==> src/rtl/logic_engine_bist_if.sv <==
// Operand/result bus between the self-test initiator and an 8-bit logic engine.
//   eng_a, eng_b : operands driven by the initiator
//   eng_opcode   : 00 OR, 01 NAND, 10 NOR, 11 AND
//   eng_result   : engine output returned to the initiator
interface logic_engine_if;
    logic [7:0] eng_a;
    logic [7:0] eng_b;
    logic [1:0] eng_opcode;
    logic [7:0] eng_result;

    modport master (
        output eng_a,
        output eng_b,
        output eng_opcode,
        input  eng_result
    );

    modport slave (
        input  eng_a,
        input  eng_b,
        input  eng_opcode,
        output eng_result
    );
endinterface

==> src/rtl/logic_engine_bist.sv <==
// On-chip self-test initiator for the 8-bit logic engine. Drives a directed
// corner-case table followed by LFSR vectors, checks each engine result
// against an internal golden value and keeps pass/fail/first-failure status.
//   clk, rst            : clock, asynchronous active-high reset
//   start               : one-cycle pulse, honoured only when idle or done
//   eng                 : engine bus (operands out, result in)
//   busy, done          : run in progress / run complete
//   pass_count          : matching vectors (saturating)
//   fail_count          : mismatching vectors (saturating)
//   first_fail_*        : index, golden and engine values of the first mismatch
module logic_engine_bist #(
    parameter int unsigned NUM_RANDOM    = 256,
    parameter logic [7:0]  SEED_A        = 8'hA5,
    parameter logic [7:0]  SEED_B        = 8'h5A,
    parameter int unsigned SETTLE_CYCLES = 1
) (
    input  logic                  clk,
    input  logic                  rst,
    input  logic                  start,
    logic_engine_if.master        eng,
    output logic                  busy,
    output logic                  done,
    output logic [15:0]           pass_count,
    output logic [15:0]           fail_count,
    output logic                  first_fail_valid,
    output logic [15:0]           first_fail_index,
    output logic [7:0]            first_fail_expected,
    output logic [7:0]            first_fail_got
);

    localparam int unsigned IDX_W    = 17;
    localparam int unsigned SETTLE_W = (SETTLE_CYCLES > 1) ? $clog2(SETTLE_CYCLES) : 1;
    localparam logic [SETTLE_W-1:0] SETTLE_LAST = SETTLE_W'(SETTLE_CYCLES - 1);
    // One extra index bit so 7+NUM_RANDOM is representable for NUM_RANDOM up to 65535.
    localparam logic [IDX_W-1:0] LAST_INDEX = IDX_W'(7 + NUM_RANDOM);
    localparam logic [7:0] SEED_A_EFF = (SEED_A == 8'h00) ? 8'h01 : SEED_A;
    localparam logic [7:0] SEED_B_EFF = (SEED_B == 8'h00) ? 8'h01 : SEED_B;
    localparam logic [7:0] LFSR_MASK  = 8'hB8;

    typedef enum logic [2:0] {IDLE, DRIVE, SETTLE, CHECK, DONE} state_t;

    state_t              state;
    logic [IDX_W-1:0]    index;
    logic [SETTLE_W-1:0] settle_cnt;
    logic [7:0]          lfsr_a;
    logic [7:0]          lfsr_b;
    logic [7:0]          golden;

    logic [7:0] vec_a_c;
    logic [7:0] vec_b_c;
    logic [1:0] vec_op_c;
    logic [7:0] vec_gold_c;

    function automatic logic [7:0] lfsr_step(input logic [7:0] x);
        return {1'b0, x[7:1]} ^ (x[0] ? LFSR_MASK : 8'h00);
    endfunction

    // Operand selection: directed table for indices 0..7, LFSRs afterwards.
    always_comb begin
        vec_a_c  = lfsr_a;
        vec_b_c  = lfsr_b;
        vec_op_c = index[1:0];
        if (index < IDX_W'(8)) begin
            case (index[2:0])
                3'd0:    begin vec_a_c = 8'hAA; vec_b_c = 8'h55; vec_op_c = 2'b00; end
                3'd1:    begin vec_a_c = 8'hF0; vec_b_c = 8'h0F; vec_op_c = 2'b01; end
                3'd2:    begin vec_a_c = 8'hAA; vec_b_c = 8'h55; vec_op_c = 2'b10; end
                3'd3:    begin vec_a_c = 8'hF0; vec_b_c = 8'hCC; vec_op_c = 2'b11; end
                3'd4:    begin vec_a_c = 8'h00; vec_b_c = 8'h00; vec_op_c = 2'b00; end
                3'd5:    begin vec_a_c = 8'hFF; vec_b_c = 8'hFF; vec_op_c = 2'b11; end
                3'd6:    begin vec_a_c = 8'hA5; vec_b_c = 8'hAA; vec_op_c = 2'b01; end
                default: begin vec_a_c = 8'hFF; vec_b_c = 8'h00; vec_op_c = 2'b10; end
            endcase
        end
    end

    // Golden result of the vector about to be registered.
    always_comb begin
        case (vec_op_c)
            2'b00:   vec_gold_c = vec_a_c | vec_b_c;
            2'b01:   vec_gold_c = ~(vec_a_c & vec_b_c);
            2'b10:   vec_gold_c = ~(vec_a_c | vec_b_c);
            default: vec_gold_c = vec_a_c & vec_b_c;
        endcase
    end

    // Sequencer, operand registers and result bookkeeping.
    always_ff @(posedge clk or posedge rst) begin
        if (rst) begin
            state               <= IDLE;
            index               <= '0;
            settle_cnt          <= '0;
            lfsr_a              <= SEED_A_EFF;
            lfsr_b              <= SEED_B_EFF;
            golden              <= '0;
            eng.eng_a           <= '0;
            eng.eng_b           <= '0;
            eng.eng_opcode      <= '0;
            busy                <= 1'b0;
            done                <= 1'b0;
            pass_count          <= '0;
            fail_count          <= '0;
            first_fail_valid    <= 1'b0;
            first_fail_index    <= '0;
            first_fail_expected <= '0;
            first_fail_got      <= '0;
        end else begin
            case (state)
                IDLE, DONE: begin
                    if (start) begin
                        state               <= DRIVE;
                        busy                <= 1'b1;
                        done                <= 1'b0;
                        index               <= '0;
                        lfsr_a              <= SEED_A_EFF;
                        lfsr_b              <= SEED_B_EFF;
                        pass_count          <= '0;
                        fail_count          <= '0;
                        first_fail_valid    <= 1'b0;
                        first_fail_index    <= '0;
                        first_fail_expected <= '0;
                        first_fail_got      <= '0;
                    end
                end
                DRIVE: begin
                    eng.eng_a      <= vec_a_c;
                    eng.eng_b      <= vec_b_c;
                    eng.eng_opcode <= vec_op_c;
                    golden         <= vec_gold_c;
                    settle_cnt     <= '0;
                    // The LFSRs only move once a random vector has consumed them.
                    if (index >= IDX_W'(8)) begin
                        lfsr_a <= lfsr_step(lfsr_a);
                        lfsr_b <= lfsr_step(lfsr_b);
                    end
                    state <= SETTLE;
                end
                SETTLE: begin
                    if (settle_cnt == SETTLE_LAST) begin
                        state <= CHECK;
                    end else begin
                        settle_cnt <= settle_cnt + SETTLE_W'(1);
                    end
                end
                CHECK: begin
                    if (eng.eng_result == golden) begin
                        if (pass_count != 16'hFFFF) pass_count <= pass_count + 16'd1;
                    end else begin
                        if (fail_count != 16'hFFFF) fail_count <= fail_count + 16'd1;
                        if (!first_fail_valid) begin
                            first_fail_valid    <= 1'b1;
                            first_fail_index    <= index[15:0];
                            first_fail_expected <= golden;
                            first_fail_got      <= eng.eng_result;
                        end
                    end
                    if (index == LAST_INDEX) begin
                        state <= DONE;
                        busy  <= 1'b0;
                        done  <= 1'b1;
                    end else begin
                        index <= index + IDX_W'(1);
                        state <= DRIVE;
                    end
                end
                default: state <= IDLE;
            endcase
        end
    end

endmodule

==> src/flat_wrapper.sv <==
// flat-port wrapper written by rule: the top's interface ports become plain ports
module logic_engine_bist_flat 
#(
    parameter int unsigned NUM_RANDOM    = 256,
    parameter logic [7:0]  SEED_A        = 8'hA5,
    parameter logic [7:0]  SEED_B        = 8'h5A,
    parameter int unsigned SETTLE_CYCLES = 1
)
  (clk, rst, start, busy, done, pass_count, fail_count, first_fail_valid, first_fail_index, first_fail_expected, first_fail_got, eng_eng_a, eng_eng_b, eng_eng_opcode, eng_eng_result);
  logic_engine_if eng_i ();
  input  logic clk;
  input  logic rst;
  input  logic start;
  output logic busy;
  output logic done;
  output logic [15:0] pass_count;
  output logic [15:0] fail_count;
  output logic first_fail_valid;
  output logic [15:0] first_fail_index;
  output logic [7:0] first_fail_expected;
  output logic [7:0] first_fail_got;
  output wire logic [$bits(eng_i.eng_a)-1:0] eng_eng_a;
  output wire logic [$bits(eng_i.eng_b)-1:0] eng_eng_b;
  output wire logic [$bits(eng_i.eng_opcode)-1:0] eng_eng_opcode;
  input wire logic [$bits(eng_i.eng_result)-1:0] eng_eng_result;
  assign eng_eng_a = eng_i.eng_a;
  assign eng_eng_b = eng_i.eng_b;
  assign eng_eng_opcode = eng_i.eng_opcode;
  assign eng_i.eng_result = eng_eng_result;
  logic_engine_bist #(.NUM_RANDOM(NUM_RANDOM), .SEED_A(SEED_A), .SEED_B(SEED_B), .SETTLE_CYCLES(SETTLE_CYCLES)) u_core (.clk(clk), .rst(rst), .start(start), .eng(eng_i), .busy(busy), .done(done), .pass_count(pass_count), .fail_count(fail_count), .first_fail_valid(first_fail_valid), .first_fail_index(first_fail_index), .first_fail_expected(first_fail_expected), .first_fail_got(first_fail_got));
endmodule
==> config.mk <==
export PLATFORM = sky130hd
export DESIGN_NAME = logic_engine_bist_flat
export DESIGN_NICKNAME = d
export VERILOG_FILES = /design/src/rtl/logic_engine_bist_if.sv /design/src/rtl/logic_engine_bist.sv /design/src/flat_wrapper.sv
export SDC_FILE = /design/constraint.sdc
export NUM_CORES = 1
export LEC_CHECK = 0
export ABC_AREA = 0
export BUFFER_PORTS_ARGS = -buffer_cell sky130_fd_sc_hd__buf_2
export CAP_MARGIN = 20
export CORE_ASPECT_RATIO = 0.9
export CORE_MARGIN = 2
export CORE_UTILIZATION = 40
export DETAILED_ROUTE_END_ITERATION = 10
export SETUP_SLACK_MARGIN = 0.2
export SLEW_MARGIN = 40
export SYNTH_ARGS = -nofsm -noshare
export SYNTH_HDL_FRONTEND = slang
export SYNTH_SLANG_ARGS = --single-unit
export TNS_END_PERCENT = 50
==> constraint.sdc <==
create_clock -name clk -period 4.85 [get_ports clk]
set_input_delay 0.97 -clock clk [delete_from_list [all_inputs] [get_ports clk]]
set_output_delay 0.97 -clock clk [all_outputs]
set_load 0.03 [all_outputs]
# After elaboration in Yosys (flattened, before gate mapping)
# Index checks and enable logic that the tools add are counted.
# word_totals
input_bits	11
word_cells	124
reg_bits	130
out_inout_bits	85
# classes
magnitude_cmp	2
n_addsub	4
eq_ne	26
mux	49
bitwise	6
n_reduce_logical	20
# ops
cell	count
$mux 16	7
$mux 8	13
$pmux 16 s2	3
$pmux 8 s2	4
$pmux 8 s5	1
$mux 17	2
$pmux 17 s2	1
$add 16x1->16 const B	2
$ne 16x16->1 const B	2
$pmux 8 s4	1
$pmux 8 s3	1
$add 17x1->17 const B	1
$eq 17x9->1 const B	1
$ge 17x4->1 const B	1
$lt 17x4->1 const B	1
$not 8->8	2
$xor 7x8->8	2
$eq 3x2->1 const B	4
$eq 3x3->1 const B	4
$pmux 3 s4	1
$reduce_and 3->1	4
$reduce_and 4->1	3
$reduce_or 2->1	6
$ne 2x1->1 const B	5
17 further kinds	35

# Depth between registers and ports, before layout
# Gate-level depths: netlist (run 1).
# logic_depth
word_depth	7
ltp_mapped	10
mapped_depth_nobuf	8

# Worst setup path before layout (run 1)
# No wires, ideal clock.
# synth_timing
kind	input -> register
start	input port start
end	register u_core.fail_count[15]
t_required_ns	4.771
n_path_buf	1
setup_ns	0.079
cell_stages	6
t_arrival_ns	2.350
setup_slack_ns	2.420
path_cell_list	nor3b_4 -> nor2_2 -> or3_4 -> buf_2 -> nor4_1 -> mux2i_1
# synth_via
elab_chain_cells	2
# synth_rtl
element	line	text
start, declared	flat_wrapper.sv:13	input logic start;
$ne 2x2->1 (no source line)	--	
$reduce_and 4->1 (no source line)	--	
end signal, assigned	logic_engine_bist.sv:149	if (fail_count != 16'hFFFF) fail_count <= fail_count + 16'd1;
end, declared	logic_engine_bist.sv:24	output logic [15:0] fail_count,
# No other way between the ends.
# A chain may end at the register's enable or synchronous reset.

# Worst setup path in the final report (run 1)
# layout_timing
start	register u_core.index[6]
end	register u_core.eng.eng_a[7]
# layout_via
elab_chain_cells	2
# layout_rtl
element	line	text
start, declared	logic_engine_bist.sv:43	logic [IDX_W-1:0] index;
start signal, assigned	logic_engine_bist.sv:162	index <= index + IDX_W'(1);
$lt 17x4->1	logic_engine_bist.sv:63	if (index < IDX_W'(8)) begin
$mux 8	logic_engine_bist.sv:63	
end signal, assigned	logic_engine_bist.sv:126	eng.eng_a <= vec_a_c;
end, declared	logic_engine_bist_if.sv:12	output eng_a,
# No other way between the ends.

==> flow_metrics.tcl, run 1 <==
set metrics [dict create \
    vias_per_cell 5.45 \
    synth_top_cell_area_share_pct 45.4 \
    r2r_setup_slack_ns 1.85 \
    crit_type "reg2reg" \
    violations "DRC" \
    worstPathArrival_ns 3.26 \
    first_pass_iters 10 \
    power_density_mw_per_mm2 689 \
    ys.flop_type "dfrtp_1" \
    crit_path_top_delay_cell "nor4b_1" \
    die_area_mm2 0.0177 \
    grt_antenna_before_repair 0 \
    hold_path_end "u_core.first_fail_index[10]$_DFFE_PP0P_" \
    synthesis.nets 769 \
    num_antenna_cells 0 \
    netlist_instances 751 \
    finalCritPeriodShare_pct 61.8 \
    rsz0062_at_grt "false" \
    worst_pin_slew_ns 0.777 \
    synth_seq_cells 129 \
    worst_setup_path_start_kind "flip-flop" \
    hold_violations 0 \
    fmax_mhz 334 \
    cp-end-kind "flip-flop" \
    hold_depth 2 \
    area_growth_pct 19.3 \
    wl_per_cell_um 15.7 \
    tns_ns 0 \
    synth_area_leader_cell "dfrtp_1" \
    worstHoldStart "u_core.first_fail_index[10]$_DFFE_PP0P_" \
    crit_fanout 18 \
    ctsHoldBuffers 0 \
    cp_cell_sequence "nor4_4 > and4_1 > nand2_1 > nor4b_1 > o31ai_1" \
    ant_nets 0 \
    layout.nets 842 \
    post_synth.cell_area_avg_um2 8.88 \
    vias 5693 \
    cts_root_buffer "clkbuf_16" \
    fin_crit_ns 3.00 \
    drt_iter0_markers 419 \
    slew_viol_final 0 \
    core_mm2 0.0162 \
    synth_cell_types 61 \
    slowest_delay_ns 0.80 \
    placed_area_mm2 0.00727 \
    clk_latency_ns 0.42 \
    cts_sinks 129 \
    cts-htree-levels 4 \
    io_pins 96 \
    gp_congestion 0.847 \
    synth_edf_count 0 \
    initial_core_util_pct 41.0 \
    rr_endpoint "u_core.eng.eng_a[7]$_DFFE_PP0P_" \
    slew_headroom_pct 48.2 \
    grt_usage_pct 19.0 \
    die_x_um 140 \
    power_leakage_uw 0.00356 \
    synthesis.area_mm2 0.00667 \
    synthArstFlopShare_pct 100 \
    required_ns 5.12 \
    cap_viol_max_count 0 \
    dp_hpwl_um 11100 \
    drive_above_1_share_pct 19.6 \
    drc_errors 8 \
    yosys_warnings 0 \
    post_cts_buffers 0 \
    seq_area_frac_synth_pct 48.6 \
    grt_pass1_wl_um 27300 \
    die_h_um 126 \
    wirelength_um 16400 \
    fp-row-count 44 \
    cts_buffer_depth 2 \
    setup_viol 0 \
    irDropWorstVdd_uv 272 \
    rr_worst_depth 5 \
    cts_resized 0 \
    worstReg2RegStart "u_core.index[6]$_DFFE_PP0P_" \
    fin_worst_skew_ns 0.00896 \
    overflow 0 \
    synthTopCellsByArea "dfrtp_1 45%, nand2_1 7.9%, o21ai_0 6.2%" \
    stdcell_area_mm2 0.00795 \
    grt_max_degree 130 \
    grt_pass1_vias 5349 \
    cts.clk_slew.worst_paths_ns 0.06 \
    min_path_type "reg2reg" \
    portBuffers 95 \
    status "finished with violations" \
    numCtsBuffers 17 \
    cts_tree "built" \
]
[cell usage after synthesis (2+ instances only)]
master    count
a221oi_1      2
or2_2         5
buf_4         3
nand2_1     140
o31ai_1      24
clkbuf_1     34
ha_1          7
and3_1       13
nand4_1      13
and4_1        2
nor3b_1       2
nor2_2        2
dfstp_2       8
nor2_1       51
xor2_1        9
nor4_2        2
a211oi_1      5
or3_1        15
buf_2         8
nand3_1      30
or4_1        12
a21oi_1      50
xnor2_1      31
o211ai_1      2
nor4_1        2
nor4b_1       3
o21ai_1       3
nor3_1       18
mux2i_1       6
o41ai_1       2
nor2b_1       2
nand2b_1      2
buf_1         2
o21ai_0      83
inv_1        12
dfrtp_1     121
[per-layer routing]
layer  up-vias  global-route usage (%)  share of wire [%]
met2       147                    28.7                 45
met5         -                       0                  0
li1       2800                       -                  -
met3        23                    4.04                5.0
met1      2723                    27.2                 48
met4         0                    6.60                1.7
[worst max-delay path by stage]
stage	slack, ns	to	from
3_5_place_dp	1.77	u_core.pass_count[7]$_DFFE_PP0P_	eng_eng_result[2]
6_report	1.85	u_core.eng.eng_a[7]$_DFFE_PP0P_	u_core.index[6]$_DFFE_PP0P_
4_1_cts	1.88	u_core.eng.eng_a[7]$_DFFE_PP0P_	u_core.index[6]$_DFFE_PP0P_
3_3_place_gp	1.66	u_core.first_fail_got[7]$_DFFE_PP0P_	eng_eng_result[6]
2_1_floorplan	0.45	u_core.busy$_DFFE_PP0P_	rst
5_1_grt	1.57	u_core.golden[1]$_DFFE_PP0P_	u_core.index[0]$_DFFE_PP0P_
[report_power, final]
group	switching, µW	internal, µW	total, µW
clock network	487	955	1440
registers	343	1400	1740
logic	1530	767	2300
[per-stage QoR]
| step | worst slack [ns] | std cells | hold slack (ns) | util [%] | power, µW |
|---|---|---|---|---|---|
| finish | 1.85 | 1044 | 0.473 | 49.0 | 5480 |
| global route | 1.57 | 1044 | 0.498 | 49.0 | 5860 |
| CTS | 1.88 | 1044 | 0.480 | 48.9 | 5530 |
| detailed placement | 1.77 | 1012 | 0.466 | 44.8 | 4060 |
| global placement | 1.66 | 1012 | 0.451 | 44.8 | 4000 |
| floorplan | 0.452 | 751 | 0.437 | - | 3460 |
[state kept, by name, summed over array words and instances (netlist names)]
signal	flops
u_core.fail_count	16
u_core.first_fail_got	8
u_core.first_fail_valid	1
u_core.state	3
u_core.pass_count	16
u_core.eng.eng_b	8
u_core.eng.eng_a	8
u_core.first_fail_index	16
u_core.lfsr_a	8
u_core.golden	8
u_core.busy	1
u_core.lfsr_b	8
u_core.index	17
u_core.eng.eng_opcode	2
u_core.done	1
u_core.first_fail_expected	8
[kinds of logic after synthesis]
kind of cell    Yosys count  share of synthesized area, %
mux                       6                         0.901
fa+ha+maj                 7                          1.31
flops                   129                          48.6
xor+xnor                 40                          5.26
compound gates          185                          16.3
buf+inv                  59                          3.64
simple gates            325                          24.0
[critical path, delay by kind of cell, from the launching register on]
| family | cells | cell delay, ns |
|---|---|---|
| AND/OR/NAND/NOR | 4 | 2.23 |
| flip-flops | 1 | 0.45 |
| AO/OA/AOI/OAI | 1 | 0.16 |
[cell type report]
| cell class | instances | area (µm²) |
|---|---|---|
| clock buffers | 20 | 467 |
| flip-flops and latches | 129 | 3240 |
| clock inverters | 12 | 204 |
| well taps | 207 | 259 |
| multi-input cells | 563 | 3200 |
| repair buffers | 101 | 533 |
| fillers | 1536 | 8290 |
| inverters | 12 | 47.5 |
[placed cells by master (no fill, tap or decap), types with 6 or more instances in the layout]
| cell type | instances |
|---|---|
| a21oi_1 | 50 |
| clkbuf_16 | 17 |
| xor2_1 | 9 |
| mux2i_1 | 6 |
| or4_1 | 12 |
| xnor2_1 | 31 |
| dfrtp_1 | 121 |
| inv_1 | 11 |
| and3_1 | 13 |
| dfstp_2 | 8 |
| nor3_1 | 18 |
| nand3_1 | 29 |
| nand4_1 | 13 |
| buf_2 | 95 |
| nand2_1 | 140 |
| o21ai_0 | 83 |
| or3_1 | 15 |
| nor2_1 | 51 |
| o31ai_1 | 24 |
| ha_1 | 7 |
No activity file was read; power rests on OpenSTA's default activity.
==> run 2: changes to the inputs <==
--- a/config.mk
+++ b/config.mk
@@ -5,7 +5,7 @@
 export SDC_FILE = /design/constraint.sdc
 export NUM_CORES = 1
 export LEC_CHECK = 0
-export ABC_AREA = 0
+export ABC_AREA = 1
 export BUFFER_PORTS_ARGS = -buffer_cell sky130_fd_sc_hd__buf_2
 export CAP_MARGIN = 20
 export CORE_ASPECT_RATIO = 0.9
==> constraint.sdc (replaced) <==
create_clock -name clk -period 2.6 [get_ports clk]
set_input_delay 0.52 -clock clk [delete_from_list [all_inputs] [get_ports clk]]
set_output_delay 0.52 -clock clk [all_outputs]
set_load 0.03 [all_outputs]
==> run 2 against run 1 <==
Compared with the run above:
- the flow now finishes without violations
- final area rose by 6.2%
- first-iteration DRC count increased by 1.9%
- combinational power grew to 3.0 times the previous value
- power increased by 130%
- non-clock buffer count rose by 8
- maximum frequency up 38%
- setup slack lost 1.4 ns
- clock skew grew 0.0020 ns
- utilization decreased by 0.86 points
- register-to-register slack worse by 1.4 ns
- die area rose by 7.0%
- critical path type unchanged
- highest routed layer unchanged
==> flow_metrics.tcl, run 2 <==
set metrics [dict create \
    cp-end-kind "flip-flop" \
    grt_usage_pct 19.8 \
    synthTopCellsByArea "dfrtp_1 42%, nand2_1 16%, nand3_1 5.3%" \
    rr_worst_depth 12 \
    grt_pass1_wl_um 30100 \
    status "finished clean" \
    worst_setup_path_start_kind "flip-flop" \
    area_growth_pct 18.1 \
    dp_hpwl_um 12800 \
    cp.depth 12 \
    hold_violations 0 \
    overflow 0 \
    ys.flop_type "dfrtp_1" \
    post_synth.cell_area_avg_um2 7.66 \
    clkPwrFrac_pct 19.2 \
    cts_sinks 129 \
    sequentialPowerShare_pct 25.4 \
    setup_slack_ns 0.437 \
    ant_nets 0 \
    seq_area_frac_synth_pct 45.3 \
    layout.nets 1039 \
    power_switching_uw 6370 \
    gp_congestion 0.835 \
    dp_slack_ns 0.314 \
    power_density_mw_per_mm2 1480 \
    largest_reg_flops 17 \
    initial_core_util_pct 40.7 \
    cts_tree "built" \
    clk_latency_ns 0.42 \
    fp-row-count 46 \
    fin_crit_ns 2.16 \
    cts.clk_slew.worst_paths_ns 0.06 \
    portBuffers 95 \
    cts-htree-levels 4 \
    vias 6261 \
    io_pins 96 \
    power_leakage_uw 0.00407 \
    seqCellArea_mm2 0.00324 \
    slowest_delay_ns 0.57 \
    required_ns 2.91 \
    synthesis.nets 951 \
    grt_antenna_before_repair 0 \
    crit_type "reg2reg" \
    rsz0062_at_grt "true" \
    cp_common_cell "nand2_1" \
    cp_cell_sequence "inv_1 > ha_1 > inv_1 > nand3_1 > nand2_1 > nand3_1 > nand2_1 > clkinv_1 > a21oi_2 > nand2_1 > nand2_1 > nand2_1" \
    yosys_warnings 0 \
    fillers 1744 \
    irDropWorstVdd_uv 961 \
    die_h_um 131 \
    slew_viol_final 0 \
    synthArstFlopShare_pct 100 \
    crit_family "simple AND/OR/NAND/NOR gates" \
    die_area_mm2 0.0190 \
    setup_viol 0 \
    synth_area_leader_cell "dfrtp_1" \
    crit_path_top_delay_cell "dfrtp_1" \
    drc_errors 0 \
    worst-path-buf-inv 3 \
    vias_per_cell 4.91 \
    first_pass_iters 6 \
    cap_viol_max_count 0 \
    final_cell_mix "314 x nand2_1, 121 x dfrtp_1, 95 x buf_2" \
    comb_power_share_pct 55.4 \
    die_x_um 145 \
    ctsHoldBuffers 0 \
    regMostFlops "u_core.index" \
    r2r_setup_slack_ns 0.44 \
    placed_area_mm2 0.00784 \
    stdcell_area_mm2 0.00845 \
    fin_worst_skew_ns 0.0110 \
    synth_top_cell_area_share_pct 42.4 \
    synthesis.area_mm2 0.00715 \
    grt_max_degree 71 \
    ys_top_cells_by_count "314 x nand2_1, 121 x dfrtp_1, 75 x nand3_1" \
    finalCritPeriodShare_pct 83.2 \
    yosysMostFrequentCell "nand2_1" \
    worstPathArrival_ns 2.47 \
    wirelength_um 18000 \
    slew_headroom_pct 54.1 \
    drt_iter0_markers 427 \
    num_antenna_cells 0 \
    crit_fanout 11 \
    numCtsBuffers 17 \
    cts_root_buffer "clkbuf_16" \
    netlist_instances 933 \
    min_path_type "in2async" \
    cts_buffer_depth 2 \
    worst_pin_slew_ns 0.682 \
    tns_ns 0 \
    wl_per_cell_um 14.1 \
    drive_above_1_share_pct 19.6 \
    fmax_mhz 462 \
    p_int_uw 6160 \
    synth_edf_count 0 \
    synth_seq_cells 129 \
    multi_input_area_mm2 0.00342 \
    core_mm2 0.0176 \
    final_common_cell "nand2_1" \
    switching_share_pct 50.8 \
    timing.hold.ws_ns 0.216 \
    synth_cell_types 42 \
    grt_pass1_vias 5720 \
]
run 2: cell count changes after synthesis, moves of 18 or more:
cell      before  now
o21ai_0       83   47
clkbuf_1      34   14
a21oi_1       50   11
nand2_1      140  314
xnor2_1       31   12
inv_1         12   61
o21ai_1        3   45
o31ai_1       24    6
nand3_1       30   75
run 2: logic make-up (layout without fill, tap and decap cells):
group           after synthesis  after routing  synth area share (%)
xor+xnor                     36             36                  4.41
fa+ha+maj                     7              7                  1.23
flops                       129            129                  45.3
buf+inv                     109            210                  6.91
compound gates              131            131                  10.4
simple gates                521            521                  31.8
run 2: power by group through the flow:
stage / Clock (µW) / Combinational, µW / Sequential [µW]
6_report: 2400 / 6940 / 3180
5_1_grt: 2550 / 7790 / 3280
4_1_cts: 2450 / 6970 / 3180
3_5_place_dp: 0 / 6940 / 3210
3_3_place_gp: 0 / 6890 / 3210
2_1_floorplan: 0 / 5030 / 3570
run 2: timing repair:
item / in CTS / in global routing
endpoints found under the hold margin: 0 / 0
setup endpoints to repair: 0 / 19
buffers inserted: 0 / 0
resized for setup: 0 / 1
run 2: metal layers:
layer  vias to the layer above  track usage (%)  wire (µm)
met4                         0             5.42        165
met3                        11             4.44        797
met5                         -                0          0
met2                       154             28.5       7580
li1                       3183                -          -
met1                      2913             29.8       9440
run 2: per-stage QoR:
step | power, µW | std cells | util (%)
final | 12500 | 1274 | 48.1
after detailed placement | 10100 | 1242 | 44.6
after global routing | 13600 | 1274 | 48.1
after global placement | 10100 | 1242 | 44.6
after floorplan | 8610 | 933 | -
after CTS | 12600 | 1274 | 48.1
run 2: cell type report:
class                      count  area share, %
sequential                   129           38.3
tap                          240           3.56
multi-input combinational    695           40.5
clock buffer                  23           5.90
clock inverter                 9           1.23
inverter                      69           3.11
timing repair buffer         109           7.32
run 2: worst paths after layout:
kind,from,to
max,u_core.index[2]$_DFFE_PP0P_,u_core.golden[1]$_DFFE_PP0P_
min,rst,u_core.first_fail_index[5]$_DFFE_PP0P_
max reg2reg,u_core.index[2]$_DFFE_PP0P_,u_core.golden[1]$_DFFE_PP0P_
min reg2reg,u_core.first_fail_index[0]$_DFFE_PP0P_,u_core.first_fail_index[0]$_DFFE_PP0P_
max in group asynchronous,rst,u_core.lfsr_a[7]$_DFFE_PP1P_
min in group clk,eng_eng_result[1],u_core.first_fail_got[1]$_DFFE_PP0P_
run 2: worst register-to-register path: stages, from the launching register on:
cell and delay, ns:
dfrtp_1 0.57, inv_1 0.21, ha_1 0.30, inv_1 0.11, nand3_1 0.11, nand2_1 0.08, nand3_1 0.13, nand2_1 0.12
clkinv_1 0.12, a21oi_2 0.16, nand2_1 0.06, nand2_1 0.05, nand2_1 0.04
==> run 3: changes to the inputs <==
==> constraint.sdc (replaced) <==
create_clock -name clk -period 1.93 [get_ports clk]
set_input_delay 0.386 -clock clk [delete_from_list [all_inputs] [get_ports clk]]
set_output_delay 0.386 -clock clk [all_outputs]
set_load 0.03 [all_outputs]
==> run 3 against run 2 <==
Compared with the run above:
- final area increased by 16%
- maximum frequency increased by 19%
- critical path depth unchanged
- global-route usage increased by 1.0 points
- setup slack got worse by 0.32 ns
- via count increased by 9.2%
- cell count increased by 6.9%
- utilization increased by 7.6 points
- non-clock buffer count increased by 82
- die area unchanged
- wire length increased by 16%
==> flow_metrics.tcl, run 3 (synthesis results as in run 2) <==
set metrics [dict create \
    crit_fanout 8 \
    final_common_cell "nand2_1" \
    vias_per_cell 5.02 \
    grt_pass1_vias 6041 \
    cts-htree-levels 4 \
    cp_common_cell "nand2_1" \
    grt-busiest-layer "met1" \
    portBuffers 95 \
    wl_per_cell_um 15.3 \
    die_h_um 131 \
    min_path_type "in2async" \
    cts.clk_slew.worst_paths_ns 0.06 \
    worstReg2RegStart "u_core.index[6]$_DFFE_PP0P_" \
    fp-row-count 46 \
    cp_cell_sequence "nor2_2 > nand2_2 > nor2_4 > buf_12 > buf_8 > nand3_4 > nand2_8 > nand2_1 > nand2_2 > nand2_1 > nand2_1 > nand3_1" \
    status "finished clean" \
    fin_cells 1362 \
    slew_headroom_pct 67.9 \
    ctsHoldBuffers 0 \
    num_antenna_cells 0 \
    first_pass_iters 5 \
    drc_errors 0 \
    vias 6838 \
    area_growth_pct 36.7 \
    r2r_setup_slack_ns 0.12 \
    worst-path-buf-inv 2 \
    worstPathArrival_ns 2.11 \
    worst_setup_path_start_kind "flip-flop" \
    cp.depth 12 \
    finalCritPeriodShare_pct 93.8 \
    gr-usage-met3_pct 4.13 \
    rsz0062_at_grt "true" \
    rr_endpoint "u_core.golden[5]$_DFFE_PP0P_" \
    crit_end "u_core.golden[5]$_DFFE_PP0P_" \
    worst_pin_slew_ns 0.481 \
    initial_core_util_pct 40.7 \
    regMostFlops "u_core.index" \
    cp-end-kind "flip-flop" \
    crit_type "reg2reg" \
    fin_crit_ns 1.81 \
    dp_hpwl_um 13600 \
    crit_family "simple AND/OR/NAND/NOR gates" \
    die_area_mm2 0.0190 \
    final_cell_mix "286 x nand2_1, 118 x dfrtp_1, 95 x buf_2" \
    cts_sinks 129 \
    drive_above_1_share_pct 33.2 \
    die_x_um 145 \
    placed_cells 1285 \
    overflow 0 \
    grt_usage_pct 20.8 \
    setup_viol 0 \
    fin_worst_skew_ns 0.00787 \
    worstSetupStartpoint "u_core.index[6]$_DFFE_PP0P_" \
    grtUsageMet1_pct 31.0 \
    slew_viol_final 0 \
    fmax_mhz 552 \
    numCtsBuffers 17 \
    cts_root_buffer "clkbuf_16" \
    drt_iter0_markers 538 \
    cts_tree "built" \
    fillers 1631 \
    slowest_delay_ns 0.39 \
    grt_antenna_before_repair 0 \
    io_pins 96 \
    clk_latency_ns 0.42 \
    largest_reg_flops 17 \
    core_mm2 0.0176 \
    timing.hold.ws_ns 0.0709 \
    crit_path_top_delay_cell "dfrtp_1" \
    cts_buffer_depth 2 \
    required_ns 2.23 \
    grt_use_met2_pct 30.9 \
    ant_nets 0 \
    grt_max_degree 68 \
    cap_viol_max_count 0 \
    rr_worst_depth 12 \
    layout.nets 1127 \
    gp_congestion 0.941 \
    grt_pass1_wl_um 31700 \
    hold_violations 0 \
    wirelength_um 20800 \
]
==> run 3: worst min-delay path by stage <==
| stage | endpoint | startpoint | slack, ns | cells past startpoint |
|---|---|---|---|---|
| 2_1_floorplan | u_core.lfsr_a[1]$_DFFE_PP0P_ | u_core.lfsr_a[1]$_DFFE_PP0P_ | 0.47 | 2 |
| 3_3_place_gp | u_core.eng.eng_a[7]$_DFFE_PP0P_ | u_core.eng.eng_a[7]$_DFFE_PP0P_ | 0.46 | 1 |
| 3_5_place_dp | u_core.eng.eng_b[3]$_DFFE_PP0P_ | u_core.eng.eng_b[3]$_DFFE_PP0P_ | 0.46 | 2 |
| 4_1_cts | u_core.index[6]$_DFFE_PP0P_ | rst | 0.1 | 3 |
| 5_1_grt | u_core.index[6]$_DFFE_PP0P_ | rst | 0.11 | 3 |
| 6_report | u_core.index[6]$_DFFE_PP0P_ | rst | 0.07 | 3 |
==> run 3: area by class of cell <==
type	instances	area, µm²	area share, %
sequential	129	3240	33.2
clock buffer	18	439	4.49
tap	240	300	3.07
multi-input combinational	700	3920	40.1
inverter	69	288	2.94
clock inverter	14	141	1.45
timing repair buffer	191	1440	14.7
timing repair inverter	1	6.26	0.0640
==> run 3: timing repair <==
item / CTS / global route
pin swaps: 19 / 42
cloned: 3 / 9
setup buffers: 14 / 19
gates resized for setup: 43 / 108
endpoints found under the setup margin: 71 / 114
==> run 3: routing by layer <==
metal	share of wire [%]	vias to the layer above	wire length, µm
li1	-	3384	-
met1	50	3240	10300
met2	44	193	9100
met3	5.3	21	1110
met4	1.3	0	272
met5	0	-	0
==> run 3: metrics by stage <==
step	utilization, %	instance area (µm²)	setup slack, ns	setup TNS (ns)
floorplan	-	7150	-0.0447	-5.41
global placement	46.5	8160	-0.0347	-0.0455
global route	55.7	9770	0.0256	0
finish	55.7	9770	0.120	0
detailed placement	46.5	8160	0.0280	0
CTS	51.4	9030	0.169	0
==> run 3: worst reg2reg max path: cells and delay by family (launching register included) <==
kind	cells	cell delay, ns
buffers and inverters	2	0.28
and+or+nand+nor	10	1.01
DFF	1	0.39
Power of run 3 is not shown: default switching activity piles up to over one toggle a cycle in this logic, so the estimate is an artifact.
